--- src/rtl/shift_add_sequencer.sv ---
// Control and accumulate stage of the sequential shift-and-add multiplier.
// One iteration per clock for WIDTH cycles, then a one-cycle done pulse with the registered product.
module shift_add_sequencer #(
   parameter int WIDTH = 8
) (
   input  logic               clk,
   input  logic               reset,
   input  logic               start,
   input  logic [WIDTH-1:0]   multiplicand,
   input  logic [WIDTH-1:0]   multiplier,
   output logic               busy,
   output logic               done,
   output logic               shift,
   output logic               add_shift,
   output logic [2*WIDTH-1:0] partial_sum,
   output logic [2*WIDTH-1:0] product
);

   localparam int CW = (WIDTH > 1) ? $clog2(WIDTH) : 1;

   typedef enum logic [1:0] {IDLE, RUN, DONE} state_t;

   state_t             state, state_next;
   logic [2*WIDTH-1:0] p, p_next, p_step, product_next;
   logic [WIDTH-1:0]   m, m_next;
   logic [CW-1:0]      count, count_next;
   logic [WIDTH:0]     sum;

   // One iteration: add M into the upper half when the current Q bit is set,
   // then shift right with the adder carry entering the MSB.
   always_comb begin
      sum    = {1'b0, p[2*WIDTH-1:WIDTH]} + (p[0] ? {1'b0, m} : '0);
      p_step = {sum, p[WIDTH-1:1]};
   end

   always_comb begin
      state_next   = state;
      p_next       = p;
      m_next       = m;
      count_next   = count;
      product_next = product;
      busy         = 1'b0;
      done         = 1'b0;
      shift        = 1'b0;
      add_shift    = 1'b0;
      case (state)
         IDLE: begin
            if (start) begin
               m_next     = multiplicand;
               p_next     = {{WIDTH{1'b0}}, multiplier};
               count_next = '0;
               state_next = RUN;
            end
         end
         RUN: begin
            busy       = 1'b1;
            add_shift  = p[0];
            shift      = ~p[0];
            p_next     = p_step;
            count_next = count + 1'b1;
            if (count == CW'(WIDTH - 1)) begin
               product_next = p_step;
               state_next   = DONE;
            end
         end
         DONE: begin
            done       = 1'b1;
            state_next = IDLE;
         end
         default: state_next = IDLE;
      endcase
   end

   always_ff @(posedge clk) begin
      if (reset) begin
         state   <= IDLE;
         p       <= '0;
         m       <= '0;
         count   <= '0;
         product <= '0;
      end else begin
         state   <= state_next;
         p       <= p_next;
         m       <= m_next;
         count   <= count_next;
         product <= product_next;
      end
   end

   assign partial_sum = p;

endmodule

--- config.mk ---
export PLATFORM = sky130hd
export DESIGN_NAME = shift_add_sequencer
export DESIGN_NICKNAME = d
export VERILOG_FILES = /design/src/rtl/shift_add_sequencer.sv
export SDC_FILE = /design/constraint.sdc
export NUM_CORES = 1
export LEC_CHECK = 0
export CAP_MARGIN = 40
export CORE_MARGIN = 1
export CORE_UTILIZATION = 30
export DETAILED_ROUTE_END_ITERATION = 6
export PLACE_DENSITY = 0.54
export SLEW_MARGIN = 30
export SYNTH_ARGS = -nofsm -noshare
export SYNTH_HDL_FRONTEND = slang
export SYNTH_SLANG_ARGS = --single-unit
--- constraint.sdc ---
create_clock -name clk -period 2.86 [get_ports clk]
set_input_delay 0.286 -clock clk [delete_from_list [all_inputs] [get_ports clk]]
set_output_delay 0.286 -clock clk [all_outputs]
set_load 0.03 [all_outputs]
==> results_dict.tcl, run 1 <==
set metrics [dict create \
    postCtsResizedCells 0 \
    grt_max_degree 49 \
    die_w_um 86.6 \
    arrival_ns 2.02 \
    io_pins 55 \
    viasPerCell 4.80 \
    period_minus_slack_ns 2.31 \
    diodes 0 \
    dr.first_iter.drc_count 97 \
    ys_warn_count 0 \
    place_area_um2 2730 \
    cp_slowest_stage_delay_ns 0.59 \
    cp_cell_sequence "nand2b_1, buf_4, clkinv_4, and2_1, clkdlybuf4s50_1" \
    ir_worst_vdd_mv 0.208 \
    layout-drive-gt1-share 0.0719 \
    r2r_setup_slack_ns 0.71 \
    nNetsFinal 336 \
    total_power_uw 1340 \
    fmax_ghz 0.434 \
    antenna_found_initial 0 \
    worst_pin_slew_ns 0.649 \
    routedWlPerCell_um 13.1 \
    grt_overflow_total 0 \
    p_comb_frac 0.147 \
    p_seq_frac 0.501 \
    postRouteWirelength_mm 5.28 \
    syn_inst 259 \
    die_h_um 86.6 \
    multi_input_area_um2 1120 \
    finClkSkew_ns 0.00980 \
    hpwl_mm 3.56 \
    cts_buffers 5 \
    cp_top_family "buffers and inverters" \
    worstSetupEndpoint "add_shift" \
    synth_edf_count 0 \
    p_per_area_nw_per_um2 471 \
    ant_nets 0 \
    yosysTopAreaCell "dfxtp_1" \
    gp_congestion 0.776 \
    first_pass_iters 4 \
    ctsHoldBuffers 0 \
    yosysUniqueCellTypes 44 \
    end_kind "output port" \
    synth_commonest_cells "nand2_1 (66), dfxtp_1 (45), a21oi_1 (30)" \
    required_ns 2.57 \
    hold_path.class "reg -> reg" \
    drv_cap 0 \
    synth_most_common_cell "nand2_1" \
    grt_pass1_vias 1780 \
    slew_violations 0 \
    place_inst 395 \
    pre_cts_ws_ns 0.710 \
    critPathKind "reg -> out" \
    coreArea_um2 6870 \
    drc_errors 0 \
    synth_seq_cells 45 \
    outcome "completed" \
    grt_first_pass_wirelength_mm 8.71 \
    cts_buffer_depth 2 \
    cp-start-kind "flop" \
    syn_avg_cell_area_um2 8.29 \
    netlist_top_cells_area "dfxtp_1 (42%), nand2_1 (12%), a21oi_1 (7.0%)" \
    clk_pin_slew_ns 0.09 \
    rr_worst_depth 8 \
    num_vias 1930 \
    synth_top_area_share 0.419 \
    max-slew-margin-rel 0.567 \
    syn_area_um2 2150 \
    r2r-end "product[15]" \
    clkLatencyLatePin_ns 0.30 \
    power_frac_clock 0.352 \
    area_growth_syn_to_layout_pct 32.0 \
    design_area_um2 2840 \
    timing.final.hold_violations 0 \
    seqCellArea_um2 901 \
    nFillCells 711 \
    setup_viol 0 \
    crit_buf_inv 3 \
    min_period_over_period 0.806 \
    setup_ws_ns 0.554 \
    clock-root-buffer "clkbuf_8" \
    cp_slowest_cell "clkdlybuf4s50_1" \
    die-area_um2 7500 \
    swShare 0.264 \
    grt_setup_unrepaired "no" \
    r2r_start "partial_sum[0]" \
    start_util 0.313 \
    cts_sinks 45 \
    crit_start "state[1]" \
    fin_cells 402 \
    portBuffers 54 \
    cts_tree "built" \
    p_int_uw 985 \
    ys_seq_area_frac 0.419 \
    grt_usage 0.149 \
    crit_cells 5 \
    cts_setup_buffers 0 \
    synth_fp_nets 289 \
    async_flop_share 0 \
    power_switching_uw 352 \
    finalSetupTns_ns 0 \
    power_leakage_uw 0.00102 \
    rows 30 \
    htreeDepth 2 \
    ys.flop_type "dfxtp_1" \
    cp_max_fo 20 \
]
## state kept, by name, summed over array words and instances (netlist names)
signal / count
partial_sum: 16
product: 16
m: 8
count: 3
state: 2
## power groups by stage
stage | combinational, uW | sequential [uW] | clock (uW)
2_1_floorplan | 97.3 | 704 | 0
3_3_place_gp | 198 | 685 | 0
3_5_place_dp | 197 | 685 | 0
4_1_cts | 198 | 671 | 484
5_1_grt | 213 | 675 | 514
6_report | 196 | 670 | 470
## stage by stage
stage	hold slack, ns	util
after global placement	0.442	0.398
after detailed placement	0.446	0.398
after global routing	0.474	0.413
after floorplan	0.422	-
final	0.455	0.413
after CTS	0.454	0.413
## how the worst min path moves through the flow
stage                            endpoint  slack, ns             from  depth (start not counted)
after global routing           product[0]       0.47       product[0]                          2
after CTS                 partial_sum[13]       0.45            reset                          4
after floorplan                      m[0]       0.42  multiplicand[0]                          2
after detailed placement       product[4]       0.45       product[4]                          2
final                          product[4]       0.45       product[4]                          2
after global placement         product[4]       0.44       product[4]                          2
## worst reg2reg max path, stage by stage, from the launching register on
cell	delay [ns]
dfxtp_1	0.42
and2_1	0.19
ha_1	0.20
fa_1	0.40
a21oi_1	0.20
o21ai_1	0.12
a21oi_1	0.21
nand3b_1	0.17
a31oi_1	0.09
## layout make-up
type | count | share of cell area
multi-input combinational | 192 | 0.396
sequential | 45 | 0.318
timing repair buffer | 59 | 0.202
tap | 96 | 0.0423
clock buffer | 5 | 0.0243
clock inverter | 2 | 0.0124
inverter | 3 | 0.00573
## placed cells by master (no fill, tap or decap), drive strengths merged, types with 3 or more instances in the layout
| cell | n |
|---|---|
| nor4b | 6 |
| ha | 10 |
| buf | 6 |
| clkdlybuf4s50 | 53 |
| clkbuf | 5 |
| dfxtp | 45 |
| nand3 | 10 |
| clkinv | 3 |
| a31oi | 3 |
| a21oi | 32 |
| nor2 | 17 |
| o21ai | 3 |
| a311oi | 9 |
| nand2 | 67 |
| and2 | 11 |
## logic make-up (layout without fill, tap and decap cells)
kind of cell | Yosys count | in the layout | share of synthesized area
compound gates | 58 | 58 | 0.185
xor+xnor | 4 | 4 | 0.0163
fa+ha+maj | 11 | 11 | 0.0676
buf+inv | 22 | 69 | 0.0582
flops | 45 | 45 | 0.419
simple gates | 119 | 119 | 0.253
## per-layer routing
metal | vias to the layer above | global-route usage | part of all wire
li1 | 988 | - | -
met1 | 881 | 0.195 | 0.49
met2 | 54 | 0.246 | 0.45
met3 | 7 | 0.0324 | 0.049
met4 | 0 | 0.0409 | 0.010
met5 | - | 0 | 0
Power figures use the tool's default switching activity.
==> run 2, diff against run 1 <==
PLACE_DENSITY = 0.56   (was 0.54)
clock period = 2 ns   (was 2.86 ns; I/O delays follow)
==> run 2 against run 1 <==
Against the previous run: non-clock buffer count rose by 7; clock power rose by 69%; critical path type is now reg -> reg; sequential share of layout area shrank 1.2 points; global-route usage is 0.078 points lower; routed wire length increased by 3.9%; via count up 2.5%; setup slack worse by 0.52 ns; sequential cell count unchanged; count of clock-buffer cells in the layout rose by 1; critical path depth increased by 2; register-to-register slack worse by 0.67 ns; cell count rose by 2.0%.
==> results_dict.tcl, run 2 (synthesized netlist as in run 1, its figures left out) <==
set metrics [dict create \
    outcome "completed" \
    antenna_found_initial 0 \
    htreeDepth 2 \
    nFillCells 715 \
    grt_max_degree 33 \
    num_vias 1978 \
    total_power_uw 2040 \
    swShare 0.264 \
    portBuffers 54 \
    p_comb_frac 0.144 \
    cp_max_fo 7 \
    post-route-util 0.431 \
    slew_violations 0 \
    area_growth_syn_to_layout_pct 37.9 \
    coreArea_um2 6870 \
    r2r-end "product[14]" \
    critPathKind "reg -> reg" \
    die_h_um 86.6 \
    r2r_start "partial_sum[0]" \
    timing.final.hold_violations 0 \
    clk_pin_slew_ns 0.09 \
    cts_tree "built" \
    grt_overflow_total 0 \
    layout-drive-gt1-share 0.127 \
    ctsHoldBuffers 0 \
    cts_buffers 5 \
    start_util 0.313 \
    place_inst 398 \
    viasPerCell 4.82 \
    dr.first_iter.drc_count 61 \
    r2r_setup_slack_ns 0.04 \
    final_common_cell "nand2_1" \
    p_seq_frac 0.468 \
    period_minus_slack_ns 1.96 \
    clock-root-buffer "clkbuf_8" \
    clkLatencyLatePin_ns 0.31 \
    die_w_um 86.6 \
    drv_cap 0 \
    crit_start "partial_sum[0]" \
    cts_sinks 45 \
    fmax_ghz 0.510 \
    end_kind "flop" \
    mostFrequentLayoutCells "nand2_1 (66), clkdlybuf4s50_1 (51), dfxtp_1 (44), a21oi_1 (28), nor2_1 (17)" \
    p_int_uw 1500 \
    finClkSkew_ns 0.00916 \
    grt_usage 0.148 \
    gp_congestion 0.827 \
    setup_viol 0 \
    diodes 0 \
    postRouteWirelength_mm 5.48 \
    cp-start-kind "flop" \
    grt_pass1_vias 1782 \
    hold_slack_ns 0.289 \
    hpwl_mm 3.76 \
    fin_cells 410 \
    ir_worst_vdd_mv 0.248 \
    io_pins 55 \
    worst_pin_slew_ns 0.626 \
    nNetsFinal 343 \
    power_frac_clock 0.387 \
    routedWlPerCell_um 13.4 \
    first_pass_iters 4 \
    worstSetupEndpoint "product[14]" \
    cts_buffer_depth 2 \
    die-area_um2 7500 \
    min_period_over_period 0.981 \
    p_per_area_nw_per_um2 690 \
    hold_path.class "in -> reg" \
    grt_first_pass_wirelength_mm 8.49 \
    rows 30 \
    power_switching_uw 540 \
    ant_nets 0 \
    multi_input_area_um2 1170 \
    seqCellArea_um2 905 \
    power_leakage_uw 0.00107 \
    drc_errors 0 \
    required_ns 2.20 \
    max-slew-margin-rel 0.583 \
    arrival_ns 2.16 \
    rr_worst_depth 7 \
]
-- run 2: worst min path at each step --
stage | from | cells past startpoint | end
6_report | reset | 2 | m[3]
5_1_grt | reset | 2 | m[3]
4_1_cts | reset | 2 | m[3]
3_5_place_dp | product[2] | 2 | product[2]
3_3_place_gp | product[3] | 2 | product[3]
2_1_floorplan | multiplicand[0] | 2 | m[0]
-- run 2: critical path, cell delays in order (launching register included) --
cell,delay (ns)
dfxtp_4,0.37
and2_1,0.14
ha_1,0.32
a21oi_2,0.24
o21a_1,0.21
o31ai_4,0.09
nor4b_2,0.16
a311o_1,0.32
-- run 2: repair_timing --
action / in CTS / in global routing
resized for setup: 1 / 8
buffers inserted: 0 / 4
pin swaps: 0 / 4
endpoints found under the setup margin: 1 / 5
-- run 2: power groups by stage --
stage | Sequential [uW] | Combinational [uW] | Clock [uW]
floorplan | 1010 | 140 | 0
global placement | 980 | 284 | 0
detailed placement | 979 | 286 | 0
CTS | 959 | 286 | 810
global route | 964 | 320 | 843
finish | 957 | 295 | 792
-- run 2: area by class of cell --
cell class                 instances  area share
sequential                        45       0.305
inverter                           3     0.00549
multi-input combinational        192       0.395
tap                               96      0.0406
timing repair buffer              66       0.209
clock inverter                     2      0.0131
clock buffer                       6      0.0317
-- run 2: per-layer routing --
layer	GRT usage	vias up	routed length [um]
met5	0	-	0
met4	0.0500	0	72
met3	0.0381	5	250
met2	0.242	47	2510
met1	0.190	929	2650
li1	-	997	-
-- run 2: stage by stage --
| step | setup TNS, ns | worst slack (ns) | cell area [um^2] |
|---|---|---|---|
| floorplan | 0 | 0.00190 | 2160 |
| global placement | 0 | 0.0553 | 2760 |
| detailed placement | 0 | 0.0253 | 2760 |
| CTS | 0 | 0.0115 | 2890 |
| global route | -0.0361 | -0.0361 | 2960 |
| finish | 0 | 0.0387 | 2960 |
==> run 3, diff against run 2 <==
SKIP_CTS_REPAIR_TIMING = 1   (was default)
==> run 3 against run 2 <==
Against the previous run: worst hold slack got worse by 0.0051 ns; sequential cell count unchanged; fmax about the same; critical path type unchanged; highest routed layer unchanged.
==> results_dict.tcl, run 3 (synthesized netlist as in run 1, its figures left out) <==
set metrics [dict create \
    slew_violations 0 \
    period_minus_slack_ns 1.96 \
    diodes 0 \
    timing.final.hold_violations 0 \
    setup_viol 0 \
    start_util 0.313 \
    final_common_cell "nand2_1" \
    hpwl_mm 3.76 \
    pre_cts_ws_ns 0.0253 \
    gp_congestion 0.827 \
    grt_pass1_vias 1782 \
    grt_usage 0.148 \
    fmax_ghz 0.510 \
    die_h_um 86.6 \
    ir_worst_vdd_mv 0.241 \
    die-area_um2 7500 \
    end_kind "flop" \
    min_period_over_period 0.981 \
    num_vias 1965 \
    drv_cap 0 \
    critPathKind "reg -> reg" \
    mostFrequentLayoutCells "nand2_1 (66), clkdlybuf4s50_1 (51), dfxtp_1 (44), a21oi_1 (28), nor2_1 (17)" \
    drc_errors 0 \
    post-route-util 0.428 \
    setup_ws_ns 0.0385 \
    arrival_ns 2.16 \
    cp-start-kind "flop" \
    clkLatencyLatePin_ns 0.31 \
    nNetsFinal 342 \
    rows 30 \
    dr.first_iter.drc_count 79 \
    ant_nets 0 \
    postRouteWirelength_mm 5.41 \
    antenna_found_initial 0 \
    hold_path.class "in -> reg" \
    finClkSkew_ns 0.00802 \
    power_leakage_uw 0.00109 \
    finalSetupTns_ns 0 \
    cp_max_fo 11 \
    area_growth_syn_to_layout_pct 36.8 \
    die_w_um 86.6 \
    viasPerCell 4.80 \
    grt_first_pass_wirelength_mm 8.49 \
    cts_sinks 45 \
    routedWlPerCell_um 13.2 \
    max-slew-margin-rel 0.562 \
    first_pass_iters 4 \
    coreArea_um2 6870 \
    required_ns 2.20 \
    io_pins 55 \
    nFillCells 717 \
    cts_buffer_depth 2 \
    grt_overflow_total 0 \
    clk_pin_slew_ns 0.09 \
    grt_max_degree 33 \
    layout-drive-gt1-share 0.115 \
    cts_buffers 5 \
    portBuffers 54 \
    htreeDepth 2 \
    cts_tree "built" \
    outcome "completed" \
    worst_pin_slew_ns 0.657 \
    clock-root-buffer "clkbuf_8" \
    total_power_uw 2040 \
    p_per_area_nw_per_um2 693 \
]
## run 3: power by group
part	internal, uW	switching [uW]
sequential	928	29.5
combinational	120	168
clock	453	336
total	1500	534
## run 3: stage by stage
step / area (um^2) / hold WS (ns) / cells
global route: 2940 / 0.297 / 409
finish: 2940 / 0.284 / 409
CTS: 2900 / 0.275 / 406
global placement: 2760 / 0.441 / 398
floorplan: 2160 / 0.336 / 259
detailed placement: 2760 / 0.446 / 398
## run 3: path summary, 6_finish.rpt
check | from | to | slack, ns | cells after the start
hold reg to reg | product[0] | product[0] | 0.45 | 2
setup / recovery | partial_sum[0] | product[14] | 0.04 | 7
setup reg to reg | partial_sum[0] | product[14] | 0.04 | 7
hold / removal | reset | m[3] | 0.28 | 2
## run 3: layer usage
metal,global-route usage,up-vias,share of wire
met5,0,-,0
met4,0.0500,0,0.014
met3,0.0381,5,0.047
met2,0.242,47,0.46
met1,0.190,914,0.48
li1,-,999,-
## run 3: final cells by class
cell class                 instances  area, um^2  share of cell area
clock buffer                       6        93.8              0.0319
multi-input combinational        192        1150               0.390
tap                               96         120              0.0409
clock inverter                     2        38.8              0.0132
inverter                           3        16.3             0.00553
sequential                        45         905               0.308
timing repair buffer              65         618               0.210
## run 3: worst max-delay path, cell delays in order (launching register included)
cell,delay [ns]
dfxtp_4,0.38
and2_1,0.14
ha_1,0.32
a21oi_2,0.24
o21a_1,0.21
o31ai_4,0.10
nor4b_1,0.15
a311o_1,0.32
